## src/rtl/sl_bus_arbiter.sv

```systemverilog
// Round-robin arbiter for the shared slave data bus: grants one requester at a time
// and forwards its bytes one at a time to a valid/ready transmitter.
module sl_bus_arbiter #(
  parameter int NUM_PORTS = 4
) (
  input  logic                 clk,
  input  logic                 rst,
  input  logic [NUM_PORTS-1:0] sl_arb_request,
  output logic [NUM_PORTS-1:0] sl_arb_grant,
  input  logic [7:0]           sl_data,
  output logic                 sl_data_latch,
  output logic [7:0]           tx_data,
  output logic                 tx_valid,
  input  logic                 tx_ready,
  output logic                 tx_first,
  output logic [15:0]          frame_count,
  output logic [7:0]           debug
);

  localparam logic [2:0] S_IDLE    = 3'd0;
  localparam logic [2:0] S_GRANT   = 3'd1;
  localparam logic [2:0] S_LATCH   = 3'd2;
  localparam logic [2:0] S_SEND    = 3'd3;
  localparam logic [2:0] LAST_PORT = 3'(NUM_PORTS - 1);

  logic [2:0]  r_state;
  logic [2:0]  r_owner;
  logic [2:0]  r_rr_ptr;
  logic [7:0]  r_tx_data;
  logic        r_first;
  logic        r_sent;
  logic [15:0] r_frame_count;

  logic [2:0]  w_next_state;
  logic [7:0]  w_req8;
  logic        w_owner_req;
  logic [2:0]  w_winner;
  logic [2:0]  w_idx;
  logic        w_found;
  logic        w_release;
  logic        w_count;
  logic [2:0]  w_next_ptr;

  assign w_req8      = 8'(sl_arb_request);
  assign w_owner_req = w_req8[r_owner];
  assign w_next_ptr  = (r_owner == LAST_PORT) ? 3'd0 : r_owner + 3'd1;
  assign w_count     = (r_state == S_SEND) && tx_ready && !w_owner_req;
  assign w_release   = w_count || ((r_state == S_GRANT) && !w_owner_req);

  // Round-robin search: first set request at or after rr_ptr, wrapping at NUM_PORTS.
  always_comb begin
    w_idx    = r_rr_ptr;
    w_winner = r_rr_ptr;
    w_found  = 1'b0;
    for (int i = 0; i < NUM_PORTS; i++) begin
      if (!w_found && w_req8[w_idx]) begin
        w_winner = w_idx;
        w_found  = 1'b1;
      end else begin
        w_found  = w_found;
      end
      w_idx = (w_idx == LAST_PORT) ? 3'd0 : w_idx + 3'd1;
    end
  end

  // State register.
  always_ff @(posedge clk) begin
    if (rst) begin
      r_state <= S_IDLE;
    end else begin
      r_state <= w_next_state;
    end
  end

  // Next-state logic.
  always_comb begin
    w_next_state = r_state;
    case (r_state)
      S_IDLE:  w_next_state = (|sl_arb_request) ? S_GRANT : S_IDLE;
      S_GRANT: w_next_state = w_owner_req ? S_LATCH : S_IDLE;
      S_LATCH: w_next_state = S_SEND;
      S_SEND: begin
        if (tx_ready) begin
          w_next_state = w_owner_req ? S_LATCH : S_IDLE;
        end else begin
          w_next_state = S_SEND;
        end
      end
      default: w_next_state = S_IDLE;
    endcase
  end

  // Owner, round-robin pointer, byte holding register and frame counter.
  always_ff @(posedge clk) begin
    if (rst) begin
      r_owner       <= 3'd0;
      r_rr_ptr      <= 3'd0;
      r_tx_data     <= 8'h00;
      r_first       <= 1'b0;
      r_sent        <= 1'b0;
      r_frame_count <= 16'h0000;
    end else begin
      if ((r_state == S_IDLE) && (|sl_arb_request)) begin
        r_owner <= w_winner;
      end
      if (w_release) begin
        r_rr_ptr <= w_next_ptr;
        r_sent   <= 1'b0;
      end
      // tx_first marks only the byte captured by the first LATCH of a grant.
      if (r_state == S_LATCH) begin
        r_tx_data <= sl_data;
        r_first   <= ~r_sent;
        r_sent    <= 1'b1;
      end
      if (w_count) begin
        r_frame_count <= r_frame_count + 16'h0001;
      end
    end
  end

  // Output decode from the registered state.
  always_comb begin
    sl_arb_grant = '0;
    for (int i = 0; i < NUM_PORTS; i++) begin
      sl_arb_grant[i] = (r_state != S_IDLE) && (r_owner == 3'(i));
    end
    sl_data_latch = (r_state == S_LATCH);
    tx_valid      = (r_state == S_SEND);
    tx_first      = (r_state == S_SEND) && r_first;
    tx_data       = r_tx_data;
    frame_count   = r_frame_count;
    debug         = {r_state, r_owner, 2'b00};
  end

endmodule

```

## config.mk

```make
export PLATFORM = sky130hd
export DESIGN_NAME = sl_bus_arbiter
export DESIGN_NICKNAME = d
export VERILOG_FILES = /design/src/rtl/sl_bus_arbiter.sv
export SDC_FILE = /design/constraint.sdc
export NUM_CORES = 1
export LEC_CHECK = 0
export BUFFER_PORTS_ARGS = -buffer_cell sky130_fd_sc_hd__clkbuf_2
export CORE_MARGIN = 4
export CORE_UTILIZATION = 36
export DETAILED_ROUTE_END_ITERATION = 16
export PLACE_DENSITY_LB_ADDON = 0.08
export REMOVE_ABC_BUFFERS = 1
export SLEW_MARGIN = 20
export SYNTH_ARGS = -nofsm -noshare
export SYNTH_HDL_FRONTEND = slang
export SYNTH_SLANG_ARGS = --single-unit
```

## constraint.sdc

```tcl
create_clock -name clk -period 7 [get_ports clk]
set_clock_uncertainty 0.1 [all_clocks]
set_input_delay 0.7 -clock clk [delete_from_list [all_inputs] [get_ports clk]]
set_output_delay 0.7 -clock clk [all_outputs]
set_load 0.05 [all_outputs]
```

==> impl_metrics.tcl, run 1 <==
set metrics [dict create \
    status "finished clean" \
    routabilityCongestion 0.813 \
    cp_max_fo 13 \
    drive_gt1_frac 0.231 \
    clk_pin_slew_ps 70 \
    grt_pass1_vias 1784 \
    placed_cell_area_um2 2300 \
    root_buffer "clkbuf_8" \
    worstMarginPinSlew_ps 749 \
    first_iter_violations 51 \
    cp_cell_sequence "nand2b_1, clkinv_1, clkbuf_2" \
    power.leakage_nw 1.02 \
    cap_viol_max_count 0 \
    post_cts_buffers 0 \
    setup_viol 0 \
    wl_met3_um 286 \
    synth-seq-cells 34 \
    routedWlPerCell_um 14.0 \
    antenna_found_initial 0 \
    stdcell_count 362 \
    ant_nets 0 \
    start_kind "register" \
    total_power_mw 0.636 \
    grt_max_degree 37 \
    clockBufferDepth 2 \
    worstPathRequired_ps 6200 \
    met2_length_um 2310 \
    rsz0062_at_grt "false" \
    nets 312 \
    post-place-ws_ps 4220 \
    cts_sinks 34 \
    grt_util_all_layers 0.148 \
    grt_pass1_wl_um 8600 \
    ctsHoldBuffers 0 \
    synth_flop_cell "dfxtp_1" \
    crit_arrival_ps 2120 \
    holdCritPathClass "register to register" \
    setup_slack_ps 4080 \
    final_hold_viol_count 0 \
    cp-end-kind "output port" \
    cts_tree "yes" \
    synth_enable_flop_cells 0 \
    die_area_um2 6880 \
    fin_area_um2 2390 \
    die_w_um 83.0 \
    fin_crit_ps 2920 \
    syn_inst 244 \
    max_stage_delay_ps 590 \
    yosysUniqueCellTypes 50 \
    grt_overflow_total 0 \
    timing.final.crit_share 0.417 \
    dp.cells 354 \
    wl_met1_um 2420 \
    synth_seq_area_share 0.336 \
    crit_type "register to output port" \
    crit_path_top_delay_cell "dfxtp_1" \
    clk_latency_ps 290 \
    maxSlewViolCount 0 \
    drc_errors 0 \
    area_delta_synth_final_pct 18.1 \
    fmax_ghz 0.343 \
    port_buffers 50 \
    viasPerCell 5.23 \
    maxSlewHeadroom 0.501 \
    routed.top_layer "met4" \
    ioPinCount 54 \
    avgSynthCellArea_um2 8.29 \
    antenna_cells 0 \
    p_per_area_nw_per_um2 266 \
    h-tree-depth 2 \
    vdd_ir_drop_max_v 0.000105 \
    core-area_um2 5470 \
    cts_buffers 5 \
    num_vias 1892 \
    start_util 0.370 \
    ys.warnings.count 0 \
    fp-row-count 27 \
    cts_resized 0 \
    dpl.hpwl_um 3670 \
    wl_um 5080 \
    async_flop_share 0 \
    synth_area_um2 2020 \
    finalSetupTns_ps 0 \
    drtPass1Iterations 4 \
    die_h_um 83.0 \
]
==> path summary, 6_finish.rpt <==
path	endpoint	depth (start not counted)	slack, ps	from
worst max-delay path	sl_data_latch	3	4080	r_state[0]
worst min-delay path	tx_data[0]	2	360	tx_data[0]
worst max register to register	r_owner[1]	7	4170	r_rr_ptr[0]
worst min register to register	tx_data[0]	2	360	tx_data[0]
==> area by class of cell <==
cell class	count	area [µm²]
tap	72	90.1
multi-input combinational	189	1240
fill	591	3080
clock buffer	7	86.3
clock inverter	1	5.00
sequential	34	681
inverter	9	33.8
timing repair buffer	50	250
==> cell usage in the layout (no fill, tap or decap), drive strengths merged, types with 9 or more instances in the layout <==
| cell type | synthesis | final |
|---|---|---|
| nand2 | 32 | 32 |
| nand4 | 9 | 9 |
| dfxtp | 34 | 34 |
| xor2 | 10 | 10 |
| a21oi | 18 | 18 |
| nand3 | 12 | 12 |
| clkbuf | 8 | 57 |
| nor2 | 25 | 25 |
==> per-layer routing <==
| layer | vias to the layer above | GRT usage |
|---|---|---|
| met4 | 0 | 0.0490 |
| met1 | 884 | 0.196 |
| li1 | 958 | - |
| met2 | 45 | 0.232 |
| met3 | 5 | 0.0427 |
| met5 | - | 0 |
==> worst max-delay path, delay by kind of cell, from the launching register on <==
family / cells / cell delay, ps
AND/OR/NAND/NOR: 1 / 500
flip-flops: 1 / 590
buffers and inverters: 2 / 740
==> flip-flops by register name, summed over array words and instances (netlist names) <==
signal	flops
frame_count	16
tx_data	8
r_owner	3
r_rr_ptr	3
r_state	2
r_first	1
r_sent	1
==> Yosys cell counts (3+ instances only) <==
| cell type | count | area (µm²) |
|---|---|---|
| inv_1 | 8 | 30.0 |
| a31oi_1 | 3 | 18.8 |
| or3_1 | 4 | 25.0 |
| nand2b_1 | 6 | 37.5 |
| and3_1 | 3 | 18.8 |
| ha_1 | 8 | 100 |
| buf_4 | 3 | 22.5 |
| dfxtp_1 | 34 | 681 |
| nor2_1 | 25 | 93.8 |
| nand3_1 | 12 | 60.1 |
| mux2_2 | 3 | 33.8 |
| mux2i_1 | 6 | 60.1 |
| nand2_1 | 32 | 120 |
| clkbuf_1 | 8 | 30.0 |
| a21oi_1 | 17 | 85.1 |
| o21ai_0 | 8 | 40.0 |
| nor3b_1 | 4 | 30.0 |
| nand4_1 | 8 | 50.1 |
| o2111ai_1 | 3 | 26.3 |
| xor2_1 | 10 | 87.6 |
| nor4_1 | 3 | 18.8 |
==> metrics by stage <==
step	util	hold WS [ps]
6_report	0.437	355
5_1_grt	0.437	374
4_1_cts	0.437	359
3_5_place_dp	0.420	349
3_3_place_gp	0.420	343
2_1_floorplan	-	346
==> power breakdown <==
| part | internal (mW) | switching, mW |
|---|---|---|
| clock | 0.0794 | 0.0720 |
| sequential | 0.210 | 0.0288 |
| combinational | 0.0760 | 0.170 |
==> cells by family (layout without fill, tap and decap cells) <==
kind of cell / Yosys count / after routing / share of synthesized area
other cells: 1 / 3 / 0.00185
simple gates: 109 / 109 / 0.275
flops: 34 / 34 / 0.336
buf+inv: 23 / 67 / 0.0526
compound gates: 46 / 46 / 0.163
mux: 11 / 11 / 0.0705
fa+ha+maj: 8 / 8 / 0.0495
xor+xnor: 12 / 12 / 0.0519
(Power assumes the default switching activity.)
==> run 2, diff against run 1 <==
==> constraint.sdc (replaced) <==
create_clock -name clk -period 2.63 [get_ports clk]
set_clock_uncertainty 0.1 [all_clocks]
set_input_delay 0.263 -clock clk [delete_from_list [all_inputs] [get_ports clk]]
set_output_delay 0.263 -clock clk [all_outputs]
set_load 0.05 [all_outputs]
==> run 2 against run 1 <==
First-iteration DRC count grew 120%. Clock-buffer cell count is 1 lower. Utilization grew 0.89 points. Critical path depth rose by 4. Via count decreased by 1.6%. Hold slack worse by 260 ps. Final cell count is 1.7% higher. Worst setup slack lost 3800 ps. Die area did not move. Combinational power grew to 2.9 times the previous value. Routed wire length grew 1.5%. Register-to-register slack worse by 3900 ps. Critical endpoint is now r_owner[1].
==> impl_metrics.tcl, run 2 (synthesis gave the netlist of run 1 again) <==
set metrics [dict create \
    status "finished clean" \
    drc_errors 0 \
    seqCellArea_um2 681 \
    fin_crit_ps 2380 \
    power.leakage_nw 1.05 \
    final_hold_viol_count 0 \
    crit_type "register to register" \
    first_iter_violations 110 \
    ant_nets 0 \
    reg2reg_depth 7 \
    p_comb_frac 0.408 \
    cp-end-kind "register" \
    p_per_area_nw_per_um2 705 \
    ctsHoldBuffers 0 \
    cp_max_fo 9 \
    routedWlPerCell_um 14.0 \
    grt_pass1_wl_um 9030 \
    cell_internal_pwr_mw 0.989 \
    die_h_um 83.0 \
    vdd_ir_drop_max_v 0.000272 \
    routabilityCongestion 0.860 \
    clk_pin_slew_ps 70 \
    placed_cell_area_um2 2340 \
    clkPwrFrac 0.238 \
    clk_latency_ps 290 \
    antenna_found_initial 0 \
    finalSetupTns_ps 0 \
    start_kind "register" \
    multi_input_area_um2 1240 \
    worstMarginPinSlew_ps 547 \
    viasPerCell 5.06 \
    holdCritPathClass "primary input to register" \
    fin_area_um2 2440 \
    power_frac_seq 0.354 \
    maxSlewViolCount 0 \
    reg2reg_to "r_owner[1]" \
    post-place-ws_ps 314 \
    dpl.hpwl_um 3790 \
    drive_gt1_frac 0.250 \
    cts_sinks 34 \
    ioPinCount 54 \
    core-area_um2 5470 \
    hold_path_depth 3 \
    crit_arrival_ps 2440 \
    worstHoldStart "sl_data[1]" \
    root_buffer "clkbuf_8" \
    num_vias 1861 \
    wl_um 5160 \
    swShare 0.425 \
    start_util 0.370 \
    dp.cells 360 \
    rsz0062_at_grt "false" \
    port_buffers 50 \
    drtPass1Iterations 4 \
    fillers 569 \
    largest_reg_flops 16 \
    r2r_slack_ps 250 \
    maxSlewHeadroom 0.632 \
    setup_slack_ps 253 \
    final_common_cell "clkbuf_2" \
    grt_util_all_layers 0.157 \
    die_w_um 83.0 \
    worstPathRequired_ps 2690 \
    die_area_um2 6880 \
    nets 318 \
    area_delta_synth_final_pct 20.5 \
    stdcell_count 368 \
    cts_buffers 5 \
    whs_endpoint "tx_data[1]" \
    antenna_cells 0 \
    cap_viol_max_count 0 \
    setup_viol 0 \
    grt_max_degree 27 \
    fp-row-count 27 \
    reg2reg_from "r_rr_ptr[0]" \
    switchingPower_mw 0.730 \
    fmax_ghz 0.421 \
    grt_pass1_vias 1796 \
    h-tree-depth 2 \
    cts_resized 0 \
    mostFrequentLayoutCells "clkbuf_2 (50), dfxtp_1 (34), nand2_1 (32), nor2_1 (25), a21oi_1 (17)" \
    grt_overflow_total 0 \
    timing.final.crit_share 0.904 \
    post_cts_buffers 0 \
    cts_tree "yes" \
    clockBufferDepth 2 \
]
-- run 2: worst max-delay path by stage --
| stage | from | slack [ps] | end | cells past startpoint |
|---|---|---|---|---|
| global route | r_rr_ptr[0] | 120 | r_owner[1] | 7 |
| finish | r_rr_ptr[0] | 250 | r_owner[1] | 7 |
| detailed placement | r_rr_ptr[0] | 310 | r_owner[1] | 7 |
| global placement | r_owner[0] | 340 | frame_count[6] | 5 |
| CTS | r_rr_ptr[0] | 280 | r_owner[1] | 7 |
| floorplan | r_state[0] | 130 | sl_arb_grant[0] | 2 |
-- run 2: power by group through the flow --
stage	clock [mW]	sequential, mW	combinational [mW]
after detailed placement	0	0.620	0.703
final	0.409	0.608	0.702
after global placement	0	0.620	0.708
after CTS	0.426	0.608	0.706
after global routing	0.447	0.615	0.771
after floorplan	0	0.734	0.397
-- run 2: metal layers --
metal | global-route usage | wire length [µm]
met2 | 0.224 | 2220
met3 | 0.0446 | 287
met5 | 0 | 0
met4 | 0.0505 | 68
met1 | 0.225 | 2580
-- run 2: area by class of cell --
| cell class | instances | area share |
|---|---|---|
| clock buffers | 6 | 0.0339 |
| well taps | 72 | 0.0369 |
| multi-input cells | 189 | 0.510 |
| flip-flops and latches | 34 | 0.279 |
| clock inverters | 2 | 0.00513 |
| inverters | 9 | 0.0139 |
| repair buffers | 56 | 0.121 |
-- run 2: worst max-delay path, cell delays in order, from the launching register on --
cell      delay [ps]
dfxtp_1          340
inv_1            100
ha_1             510
mux2i_1          440
o221ai_1         190
a211oi_1         260
o221a_2          230
o32ai_1           80
-- run 2: metrics by stage --
step	total power, mW	util	hold slack [ps]
finish	1.72	0.446	93.8
global placement	1.33	0.428	344
detailed placement	1.32	0.428	348
CTS	1.74	0.446	87.7
global route	1.83	0.446	99.8
floorplan	1.13	-	232
==> run 3, diff against run 2 <==
--- a/config.mk
+++ b/config.mk
@@ -9,7 +9,6 @@
 export CORE_MARGIN = 4
 export CORE_UTILIZATION = 36
 export DETAILED_ROUTE_END_ITERATION = 16
-export PLACE_DENSITY_LB_ADDON = 0.08
 export REMOVE_ABC_BUFFERS = 1
 export SLEW_MARGIN = 20
 export SYNTH_ARGS = -nofsm -noshare
==> run 3 against run 2 <==
Largest cell class unchanged. Largest power group unchanged. Highest routed layer unchanged. Worst setup slack better by 5.6 ps. Clock-buffer cell count up 1. Clock power down 4%. Register-to-register slack about the same. Utilization down 0.069 points. Hold slack better by 1.9 ps. Final cell count unchanged. Critical endpoint is now r_owner[0]. Flip-flop and latch count unchanged.
==> impl_metrics.tcl, run 3 (synthesis gave the netlist of run 1 again) <==
set metrics [dict create \
    seqCellArea_um2 681 \
    wl_um 4990 \
    drive_gt1_frac 0.247 \
    grt_pass1_wl_um 8460 \
    worstPathRequired_ps 2710 \
    final_hold_viol_count 0 \
    nets 318 \
    maxSlewHeadroom 0.597 \
    start_util 0.370 \
    crit_type "register to register" \
    grt_pass1_vias 1738 \
    ioPinCount 54 \
    area_delta_synth_final_pct 20.3 \
    clockBufferDepth 2 \
    port_buffers 50 \
    first_iter_violations 72 \
    power_frac_seq 0.370 \
    timing.final.crit_share 0.902 \
    crit_top_cell "o211a_1" \
    routabilityCongestion 0.904 \
    holdCritPathClass "primary input to register" \
    viasPerCell 5.20 \
    worstHoldStart "sl_data[1]" \
    finalSetupTns_ps 0 \
    start_kind "register" \
    rsz0062_at_grt "false" \
    setup_viol 0 \
    cp_max_fo 9 \
    final_common_cell "clkbuf_2" \
    cell_internal_pwr_mw 0.987 \
    post_cts_buffers 0 \
    multi_input_area_um2 1240 \
    die_area_um2 6880 \
    crit_start "r_rr_ptr[0]" \
    p_per_area_nw_per_um2 698 \
    largest_reg_flops 16 \
    p_comb_frac 0.399 \
    drtPass1Iterations 4 \
    cts_tree "yes" \
    fmax_ghz 0.422 \
    reg2reg_from "r_rr_ptr[0]" \
    antenna_cells 0 \
    vdd_ir_drop_max_v 0.000411 \
    root_buffer "clkbuf_8" \
    stdcell_count 368 \
    cts_resized 0 \
    fillers 568 \
    crit_path_top_delay_cell "or3b_2" \
    status "finished clean" \
    die_h_um 83.0 \
    clk_latency_ps 280 \
    h-tree-depth 2 \
    cts_sinks 34 \
    dpl.hpwl_um 3780 \
    power.leakage_nw 1.04 \
    crit_arrival_ps 2450 \
    cp_cell_sequence "inv_1, ha_1, or3b_2, mux2i_1, nor4_1, o211a_1, o211a_1" \
    die_w_um 83.0 \
    fin_crit_ps 2370 \
    cp-end-kind "register" \
    dp.cells 360 \
    fp-row-count 27 \
    clkPwrFrac 0.231 \
    ant_nets 0 \
    mostFrequentLayoutCells "clkbuf_2 (50), dfxtp_1 (34), nand2_1 (32), nor2_1 (25), a21oi_1 (17)" \
    clk_pin_slew_ps 70 \
    total_power_mw 1.70 \
    worstMarginPinSlew_ps 599 \
    switchingPower_mw 0.713 \
    routedWlPerCell_um 13.6 \
    cts_buffers 5 \
    grt_max_degree 25 \
    core-area_um2 5470 \
    grt_overflow_total 0 \
    grt_util_all_layers 0.147 \
    num_vias 1915 \
    ctsHoldBuffers 0 \
    antenna_found_initial 0 \
    cap_viol_max_count 0 \
    drc_errors 0 \
    max_stage_delay_ps 500 \
    swShare 0.419 \
    maxSlewViolCount 0 \
]
-- run 3: changes by cell type in the layout (fill, tap and decap cells not counted), sizes merged --
cell and change:
clkinvlp -1, clkbuf +1
-- run 3: stage by stage --
| step | hold slack, ps | setup slack [ps] | instance area [µm²] | util |
|---|---|---|---|---|
| 2_1_floorplan | 232 | 131 | 1960 | - |
| 3_3_place_gp | 341 | 327 | 2340 | 0.428 |
| 3_5_place_dp | 347 | 302 | 2340 | 0.428 |
| 4_1_cts | 89.9 | 298 | 2430 | 0.445 |
| 5_1_grt | 95.2 | 36.2 | 2430 | 0.445 |
| 6_report | 95.8 | 259 | 2430 | 0.445 |
-- run 3: layout make-up --
| cell class | count | share of cell area |
|---|---|---|
| Timing Repair Buffer | 56 | 0.121 |
| Multi-Input combinational cell | 189 | 0.511 |
| Inverter | 9 | 0.0139 |
| Tap cell | 72 | 0.0370 |
| Sequential cell | 34 | 0.280 |
| Clock buffer | 7 | 0.0355 |
| Clock inverter | 1 | 0.00206 |
-- run 3: worst max-delay path: cells and delay by family (launching register included) --
kind	cells	cell delay [ps]
AOI/OAI and AO/OA	2	430
adders and majority gates	1	260
buffers and inverters	1	150
DFF	1	490
muxes	1	260
and+or+nand+nor	2	580
-- run 3: path summary, 6_finish.rpt --
| path | end | slack (ps) | depth (start not counted) |
|---|---|---|---|
| max | r_owner[0] | 260 | 7 |
| min | tx_data[1] | 100 | 3 |
| max reg2reg | r_owner[0] | 260 | 7 |
| min reg2reg | tx_data[2] | 350 | 2 |
-- run 3: power groups by stage --
stage / Clock [mW] / Sequential, mW / Combinational (mW)
final: 0.393 / 0.628 / 0.678
after global routing: 0.430 / 0.637 / 0.739
after CTS: 0.410 / 0.628 / 0.679
after floorplan: 0 / 0.734 / 0.397
after detailed placement: 0 / 0.638 / 0.676
after global placement: 0 / 0.636 / 0.676
-- run 3: per-layer routing --
metal	track usage	vias to the layer above	routed length, µm
li1	-	969	-
met1	0.198	868	2420
met2	0.218	66	2140
met3	0.0456	12	333
met4	0.0579	0	102
met5	0	-	0
